$ cat config.mk
export PLATFORM = sky130hd
export DESIGN_NAME = commit_trace_buffer_flat
export DESIGN_NICKNAME = d
export VERILOG_FILES = /design/src/rtl/cpu54_dbg_pkg.sv /design/src/rtl/commit_trace_buffer_if.sv /design/src/rtl/commit_trace_buffer_ram.sv /design/src/rtl/commit_trace_buffer.sv /design/src/flat_wrapper.sv
export SDC_FILE = /design/constraint.sdc
export NUM_CORES = 2
export LEC_CHECK = 0
export ABC_AREA = 1
export CAP_MARGIN = 20
export CORE_MARGIN = 4
export CORE_UTILIZATION = 42
export CTS_CLUSTER_DIAMETER = 100
export DETAILED_ROUTE_END_ITERATION = 7
export GPL_TIMING_DRIVEN = 0
export PLACE_DENSITY = 0.65
export RECOVER_POWER = 50
export REMOVE_ABC_BUFFERS = 1
export SYNTH_ARGS = -nofsm -noshare
export SYNTH_HDL_FRONTEND = slang
export SYNTH_SLANG_ARGS = --single-unit
$ cat constraint.sdc
create_clock -name clk -period 82.5 [get_ports clk]
set_input_delay 12.375 -clock clk [delete_from_list [all_inputs] [get_ports clk]]
set_output_delay 12.375 -clock clk [all_outputs]
set_load 0.02 [all_outputs]
$ cat src/rtl/cpu54_dbg_pkg.sv
// Shared definitions for the CPU debug/trace blocks: capture modes, trace FSM
// states and the commit record layout.
package cpu54_dbg_pkg;

    localparam int DBG_PC_W   = 32;
    localparam int DBG_INST_W = 32;
    localparam int DBG_DATA_W = 32;
    localparam int DBG_REG_AW = 5;

    typedef enum logic [1:0] {
        MODE_WRAP = 2'd0,
        MODE_FILL = 2'd1,
        MODE_TRIG = 2'd2
    } trace_mode_e;

    typedef enum logic [1:0] {
        ST_IDLE = 2'd0,
        ST_RUN  = 2'd1,
        ST_POST = 2'd2,
        ST_DONE = 2'd3
    } trace_state_e;

    typedef struct packed {
        logic [DBG_PC_W-1:0]   pc;
        logic [DBG_INST_W-1:0] inst;
        logic                  wb_en;
        logic [DBG_REG_AW-1:0] wb_addr;
        logic [DBG_DATA_W-1:0] wb_data;
    } trace_rec_t;

    // The reserved encoding 3 behaves as a plain circular log.
    function automatic trace_mode_e norm_mode(input logic [1:0] m);
        case (m)
            2'd1:    return MODE_FILL;
            2'd2:    return MODE_TRIG;
            default: return MODE_WRAP;
        endcase
    endfunction

endpackage

$ cat src/rtl/commit_trace_buffer_if.sv
// First-word-fall-through drain port of the commit trace buffer.
interface commit_trace_buffer_if #(
    parameter int PC_W   = 32,
    parameter int INST_W = 32,
    parameter int DATA_W = 32,
    parameter int REG_AW = 5
);
    logic              rd_valid;
    logic              rd_ready;
    logic [PC_W-1:0]   rd_pc;
    logic [INST_W-1:0] rd_inst;
    logic              rd_wb_en;
    logic [REG_AW-1:0] rd_wb_addr;
    logic [DATA_W-1:0] rd_wb_data;

    modport master (
        output rd_valid, rd_pc, rd_inst, rd_wb_en, rd_wb_addr, rd_wb_data,
        input  rd_ready
    );

    modport slave (
        input  rd_valid, rd_pc, rd_inst, rd_wb_en, rd_wb_addr, rd_wb_data,
        output rd_ready
    );
endinterface

$ cat src/rtl/commit_trace_buffer_ram.sv
// Register-array storage for trace records: one synchronous write port and an
// asynchronous read port; contents cleared by reset.
module trace_ram #(
    parameter int DEPTH = 16,
    parameter int WIDTH = 8
) (
    input  logic                     clk,
    input  logic                     reset,
    input  logic                     we,
    input  logic [$clog2(DEPTH)-1:0] waddr,
    input  logic [WIDTH-1:0]         wdata,
    input  logic [$clog2(DEPTH)-1:0] raddr,
    output logic [WIDTH-1:0]         rdata
);
    logic [WIDTH-1:0] mem_q [DEPTH];
    logic [WIDTH-1:0] mem_d [DEPTH];

    always_comb begin
        mem_d = mem_q;
        if (we) begin
            mem_d[waddr] = wdata;
        end
    end

    always_ff @(posedge clk or posedge reset) begin
        if (reset) begin
            mem_q <= '{default: '0};
        end else begin
            mem_q <= mem_d;
        end
    end

    assign rdata = mem_q[raddr];
endmodule

$ cat src/rtl/commit_trace_buffer.sv
// Commit-trace recorder: logs one record per PC change into a circular buffer
// with wrap, fill-and-stop and PC-triggered capture, drained over an FWFT port.
module commit_trace_buffer
    import cpu54_dbg_pkg::*;
#(
    parameter int PC_W   = 32,
    parameter int INST_W = 32,
    parameter int DATA_W = 32,
    parameter int REG_AW = 5,
    parameter int DEPTH  = 16,
    parameter int CNT_W  = $clog2(DEPTH) + 1
) (
    input  logic              clk,
    input  logic              reset,
    input  logic              en,
    input  logic              clear,
    input  logic [1:0]        mode,
    input  logic [PC_W-1:0]   trig_pc,
    input  logic [CNT_W-1:0]  post_cnt,
    input  logic [PC_W-1:0]   pc,
    input  logic [INST_W-1:0] inst,
    input  logic              rf_we,
    input  logic [REG_AW-1:0] rf_waddr,
    input  logic [DATA_W-1:0] rf_wdata,
    commit_trace_buffer_if.master rd,
    output logic [CNT_W-1:0]  count,
    output logic              overflow,
    output logic              triggered,
    output logic              done
);
    localparam int AW    = $clog2(DEPTH);
    localparam int REC_W = PC_W + INST_W + 1 + REG_AW + DATA_W;

    trace_state_e     state_q, state_d;
    trace_mode_e      mode_q, mode_d;
    logic [AW-1:0]    head_q, head_d;
    logic [AW-1:0]    tail_q, tail_d;
    logic [CNT_W-1:0] count_q, count_d;
    logic [CNT_W-1:0] post_q, post_d;
    logic [PC_W-1:0]  pc_prev_q, pc_prev_d;
    logic             first_q, first_d;
    logic             overflow_q, overflow_d;
    logic             triggered_q, triggered_d;

    logic             running;
    logic             full;
    logic             pop;
    logic             capture;
    logic             push;
    logic             overwrite;
    logic             ram_we;
    logic [REC_W-1:0] ram_wdata;
    logic [REC_W-1:0] ram_rdata;

    assign ram_wdata = {pc, inst, rf_we && (rf_waddr != '0), rf_waddr, rf_wdata};

    // Next-state, pointer and flag logic; clear overrides everything but reset,
    // and a full FILL buffer refuses new records instead of overwriting.
    always_comb begin
        state_d     = state_q;
        mode_d      = mode_q;
        head_d      = head_q;
        tail_d      = tail_q;
        count_d     = count_q;
        post_d      = post_q;
        pc_prev_d   = pc_prev_q;
        first_d     = first_q;
        overflow_d  = overflow_q;
        triggered_d = triggered_q;
        ram_we      = 1'b0;

        running   = (state_q == ST_RUN) || (state_q == ST_POST);
        full      = (count_q == CNT_W'(DEPTH));
        pop       = (count_q != '0) && rd.rd_ready;
        capture   = running && en && ((pc != pc_prev_q) || first_q);
        push      = capture && !((mode_q == MODE_FILL) && full);
        overwrite = push && full && !pop;

        if (running) begin
            pc_prev_d = pc;
        end

        if (clear) begin
            state_d     = ST_IDLE;
            head_d      = '0;
            tail_d      = '0;
            count_d     = '0;
            first_d     = 1'b1;
            overflow_d  = 1'b0;
            triggered_d = 1'b0;
        end else begin
            ram_we = push;
            if (pop || overwrite) begin
                head_d = head_q + AW'(1);
            end
            if (push) begin
                tail_d  = tail_q + AW'(1);
                first_d = 1'b0;
            end
            if (push && !pop && !full) begin
                count_d = count_q + CNT_W'(1);
            end else if (pop && !push) begin
                count_d = count_q - CNT_W'(1);
            end
            if (overwrite) begin
                overflow_d = 1'b1;
            end

            if (!en) begin
                state_d = ST_IDLE;
            end else begin
                case (state_q)
                    ST_IDLE: begin
                        state_d = ST_RUN;
                        mode_d  = norm_mode(mode);
                        post_d  = (post_cnt > CNT_W'(DEPTH - 1)) ? CNT_W'(DEPTH - 1) : post_cnt;
                    end
                    ST_RUN: begin
                        if (push && (mode_q == MODE_FILL) && (count_q == CNT_W'(DEPTH - 1)) && !pop) begin
                            state_d = ST_DONE;
                        end else if (push && (mode_q == MODE_TRIG) && (pc == trig_pc)) begin
                            triggered_d = 1'b1;
                            state_d     = (post_q == '0) ? ST_DONE : ST_POST;
                        end
                    end
                    ST_POST: begin
                        if (push) begin
                            post_d = post_q - CNT_W'(1);
                            if (post_q == CNT_W'(1)) begin
                                state_d = ST_DONE;
                            end
                        end
                    end
                    default: state_d = state_q;
                endcase
            end
        end
    end

    always_ff @(posedge clk or posedge reset) begin
        if (reset) begin
            state_q     <= ST_IDLE;
            mode_q      <= MODE_WRAP;
            head_q      <= '0;
            tail_q      <= '0;
            count_q     <= '0;
            post_q      <= '0;
            pc_prev_q   <= '0;
            first_q     <= 1'b1;
            overflow_q  <= 1'b0;
            triggered_q <= 1'b0;
        end else begin
            state_q     <= state_d;
            mode_q      <= mode_d;
            head_q      <= head_d;
            tail_q      <= tail_d;
            count_q     <= count_d;
            post_q      <= post_d;
            pc_prev_q   <= pc_prev_d;
            first_q     <= first_d;
            overflow_q  <= overflow_d;
            triggered_q <= triggered_d;
        end
    end

    trace_ram #(
        .DEPTH (DEPTH),
        .WIDTH (REC_W)
    ) u_ram (
        .clk   (clk),
        .reset (reset),
        .we    (ram_we),
        .waddr (tail_q),
        .wdata (ram_wdata),
        .raddr (head_q),
        .rdata (ram_rdata)
    );

    assign {rd.rd_pc, rd.rd_inst, rd.rd_wb_en, rd.rd_wb_addr, rd.rd_wb_data} = ram_rdata;
    assign rd.rd_valid = (count_q != '0);
    assign count       = count_q;
    assign overflow    = overflow_q;
    assign triggered   = triggered_q;
    assign done        = (state_q == ST_DONE);
endmodule
$ cat src/flat_wrapper.sv
// flat-port wrapper written by rule: the top's interface ports become plain ports
module commit_trace_buffer_flat import cpu54_dbg_pkg::*;
#(
    parameter int PC_W   = 32,
    parameter int INST_W = 32,
    parameter int DATA_W = 32,
    parameter int REG_AW = 5,
    parameter int DEPTH  = 16,
    parameter int CNT_W  = $clog2(DEPTH) + 1
)
  (clk, reset, en, clear, mode, trig_pc, post_cnt, pc, inst, rf_we, rf_waddr, rf_wdata, count, overflow, triggered, done, rd_rd_valid, rd_rd_pc, rd_rd_inst, rd_rd_wb_en, rd_rd_wb_addr, rd_rd_wb_data, rd_rd_ready);
  commit_trace_buffer_if #(.PC_W(PC_W), .INST_W(INST_W), .DATA_W(DATA_W), .REG_AW(REG_AW)) rd_i ();
  input  logic clk;
  input  logic reset;
  input  logic en;
  input  logic clear;
  input  logic [1:0] mode;
  input  logic [PC_W-1:0] trig_pc;
  input  logic [CNT_W-1:0] post_cnt;
  input  logic [PC_W-1:0] pc;
  input  logic [INST_W-1:0] inst;
  input  logic rf_we;
  input  logic [REG_AW-1:0] rf_waddr;
  input  logic [DATA_W-1:0] rf_wdata;
  output logic [CNT_W-1:0] count;
  output logic overflow;
  output logic triggered;
  output logic done;
  output wire logic [$bits(rd_i.rd_valid)-1:0] rd_rd_valid;
  output wire logic [$bits(rd_i.rd_pc)-1:0] rd_rd_pc;
  output wire logic [$bits(rd_i.rd_inst)-1:0] rd_rd_inst;
  output wire logic [$bits(rd_i.rd_wb_en)-1:0] rd_rd_wb_en;
  output wire logic [$bits(rd_i.rd_wb_addr)-1:0] rd_rd_wb_addr;
  output wire logic [$bits(rd_i.rd_wb_data)-1:0] rd_rd_wb_data;
  input wire logic [$bits(rd_i.rd_ready)-1:0] rd_rd_ready;
  assign rd_rd_valid = rd_i.rd_valid;
  assign rd_rd_pc = rd_i.rd_pc;
  assign rd_rd_inst = rd_i.rd_inst;
  assign rd_rd_wb_en = rd_i.rd_wb_en;
  assign rd_rd_wb_addr = rd_i.rd_wb_addr;
  assign rd_rd_wb_data = rd_i.rd_wb_data;
  assign rd_i.rd_ready = rd_rd_ready;
  commit_trace_buffer #(.PC_W(PC_W), .INST_W(INST_W), .DATA_W(DATA_W), .REG_AW(REG_AW), .DEPTH(DEPTH), .CNT_W(CNT_W)) u_core (.clk(clk), .reset(reset), .en(en), .clear(clear), .mode(mode), .trig_pc(trig_pc), .post_cnt(post_cnt), .pc(pc), .inst(inst), .rf_we(rf_we), .rf_waddr(rf_waddr), .rf_wdata(rf_wdata), .rd(rd_i), .count(count), .overflow(overflow), .triggered(triggered), .done(done));
endmodule
==> impl_metrics.yaml <==
sta:
  fin_skew_ps: 28.1
  grt_setup_unrepaired: "false"
  hold_ws_ps: 470
  slew-limit-headroom_pct: -356
  period_needed_ps: 31760
  tightestPinTransition_ps: 6830
  setup_tns_ps: 0
  hold_viol: 0
  fin_crit_sh_pct: 38.5
  setup_ws_ps: 50740
  fmax_mhz: 31.5
  finalSetupViolations: 0
  drv_slew: 2219
cts:
  clk_latency_ps: 820
  cts_buffers: 177
  hold_buffers: 0
  cts_num_sinks: 1689
  clkTransAtPathRegs_ps: 60
  cts_resized: 0
  cts_root_buf: "clkbuf_16"
  htreeDepth: 4
  clockBufferDepth: 3
  cts_tree: "yes"
  post_cts_buffers: 0
drt:
  via_per_inst: 5.69
  drcViolationCount: 0
  met2_length_mm: 103
  dr_total_vias: 62700
  wl_per_cell_um: 20.6
  wl_met1_mm: 99.5
  routed.top_layer: "met5"
  first_iter_violations: 7031
  wl_met3_mm: 16.9
  drtPass1Iterations: 6
  drtAntennaViolNets: 0
  drt-total-wl_mm: 228
layout:
  layout-drive-gt1-share_pct: 4.87
  fin_util_pct: 47.6
  instances_no_fill: 11000
  final_net_count: 8692
  fillers: 16800
  areaGrowthSynthToFinish_pct: 12.7
yosys:
  synthTopCellsByArea: "dfrtp_1, nand2_1, o21ai_0"
  yosysTopAreaCell: "dfrtp_1"
  yosysSeqAreaShare_pct: 55.9
  synthCells: 8760
  synth_area_sq_um: 75600
  synth.avg_cell_area_sq_um: 8.63
  synthDistinctLibCells: 39
  yosysTopAreaCellShare_pct: 55.9
  yosysWarnings: 0
  ys_ff_latch: 1689
global_route:
  antenna_found_initial: 8
  grt.total_usage_pct: 24.1
  grt_pass1_vias: 60200
  grt_pass1_wl_mm: 355
  grt_start_max_net_pins: 156
  grt-ovfl-total: 0
setup_path:
  worstPathRequired_ps: 82510
  arrival_ps: 31770
  cp-end-kind: "asynchronous set/reset pin"
  crit_type: "input port to asynchronous set/reset pin"
  start_kind: "input port"
  worst-path-max-fanout: 130
run_status:
  violations: "capacitance limit, slew limit"
  outcome: "complete, but fails checks"
floorplan:
  core_sq_um: 179000
  die_h_um: 432
  rows: 155
  start_util_pct: 42.3
  dieArea_sq_um: 187000
  die_w_um: 432
  ios: 257
flow_run:
  drv_cap: 31
min_path:
  hold_path.class: "flop to flop"
place:
  dpl_worst_slack_ps: 65210
  place_inst: 10700
  routabilityCongestion: 0.768
  dpl.hpwl_mm: 128
  io_buffers: 256
power_and_ir_drop:
  p_leak_nw: 37.7
  powerDensity_nw_per_um2: 28.0
  ir_drop_mv: 0.0227
==> final cells by class <==
cell class | count | area [sq um] | share of cell area (%)
clock inverters | 56 | 746 | 0.875
inverters | 175 | 697 | 0.818
multi-input cells | 6119 | 28300 | 33.2
clock buffers | 263 | 5300 | 6.22
repair buffers | 368 | 4930 | 5.78
flip-flops and latches | 1689 | 42300 | 49.6
well taps | 2355 | 2950 | 3.46
diodes | 6 | 15.0 | 0.0176
==> cells in the mapped netlist (all sizes together) <==
library cell,count
and2,1
or2,4
xor2,11
ha,15
nor2,462
o22ai,127
fa,1
inv,175
nor4,1
xnor2,10
o21a,1
nand4,96
a221oi,125
nand3,192
o221ai,79
nand3b,1
o21ai,2235
nand2,2497
dfrtp,1688
a21oi,258
buf,323
clkbuf,454
dfstp,1
nor3,3
==> placed cells by master, fill, tap and decap left out, types with 94 or more instances in the layout <==
cell type / instances
nand4_1: 94
a21oi_1: 258
inv_1: 146
clkdlybuf4s50_1: 213
a221oi_1: 125
o21ai_0: 1582
nand3_1: 189
nor2_1: 459
dfrtp_1: 1684
clkbuf_16: 181
nand2_1: 2495
o22ai_1: 127
o21ai_1: 653
==> path summary, 6_finish.rpt <==
| kind | slack, ps | cells past startpoint | start | end |
|---|---|---|---|---|
| setup reg to reg | 75090 | 14 | u_core.state_q[0]$_DFFE_PP0P_ | u_core.u_ram.mem_q[1351]$_DFFE_PP0P_ |
| min in group asynchronous | 12780 | 2 | reset | u_core.u_ram.mem_q[40]$_DFFE_PP0P_ |
| hold / removal | 470 | 2 | u_core.first_q$_DFFE_PP1P_ | u_core.first_q$_DFFE_PP1P_ |
| setup / recovery | 50740 | 6 | reset | u_core.u_ram.mem_q[1233]$_DFFE_PP0P_ |
| hold reg to reg | 470 | 2 | u_core.first_q$_DFFE_PP1P_ | u_core.first_q$_DFFE_PP1P_ |
| max in group clk | 62690 | 18 | pc[5] | u_core.u_ram.mem_q[1351]$_DFFE_PP0P_ |
==> sequential cells by signal, indices dropped and copies added (netlist names) <==
register and flops:
u_core.post_q 5, u_core.tail_q 4, u_core.pc_prev_q 32, u_core.first_q 1
u_core.u_ram.mem_q 1632, u_core.mode_q 2, u_core.head_q 4, u_core.count 5
u_core.overflow 1, u_core.triggered 1, u_core.state_q 2
==> metal layers <==
layer / track usage (%) / vias up
li1: - / 29000
met1: 34.0 / 30700
met2: 37.9 / 2517
met3: 3.75 / 426
met4: 8.48 / 6
met5: 0 / -
==> per-stage QoR <==
step                      total power [mW]  instance area (sq um)
after detailed placement              1.58                  79800
after global placement                1.62                  76900
after floorplan                       1.33                  71400
after CTS                             2.41                  85900
final                                 2.38                  85200
after global routing                  2.50                  85200
==> cells by family after synthesis <==
| logic type | after synthesis | share of synthesized area, % |
|---|---|---|
| and+or+nand+nor | 3257 | 17.2 |
| xor gates and xnor gates | 21 | 0.243 |
| AOI/OAI and AO/OA | 2825 | 19.9 |
| DFF | 1689 | 55.9 |
| adders and majority gates | 16 | 0.275 |
| buffers and inverters | 952 | 6.46 |
==> critical path, stage by stage <==
cell,delay (ps)
dlygate4sd3_1,560
clkinvlp_2,1490
clkbuf_1,4860
clkbuf_1,4830
clkbuf_1,4360
clkbuf_1,2990
==> where the power goes <==
part           internal [mW]  total, mW  switching, mW  leakage (nW)
Sequential             0.886      0.924         0.0381          23.3
Combinational          0.220      0.637          0.417          11.4
Clock                  0.490      0.823          0.333          2.99
(Power assumes the default switching activity.)
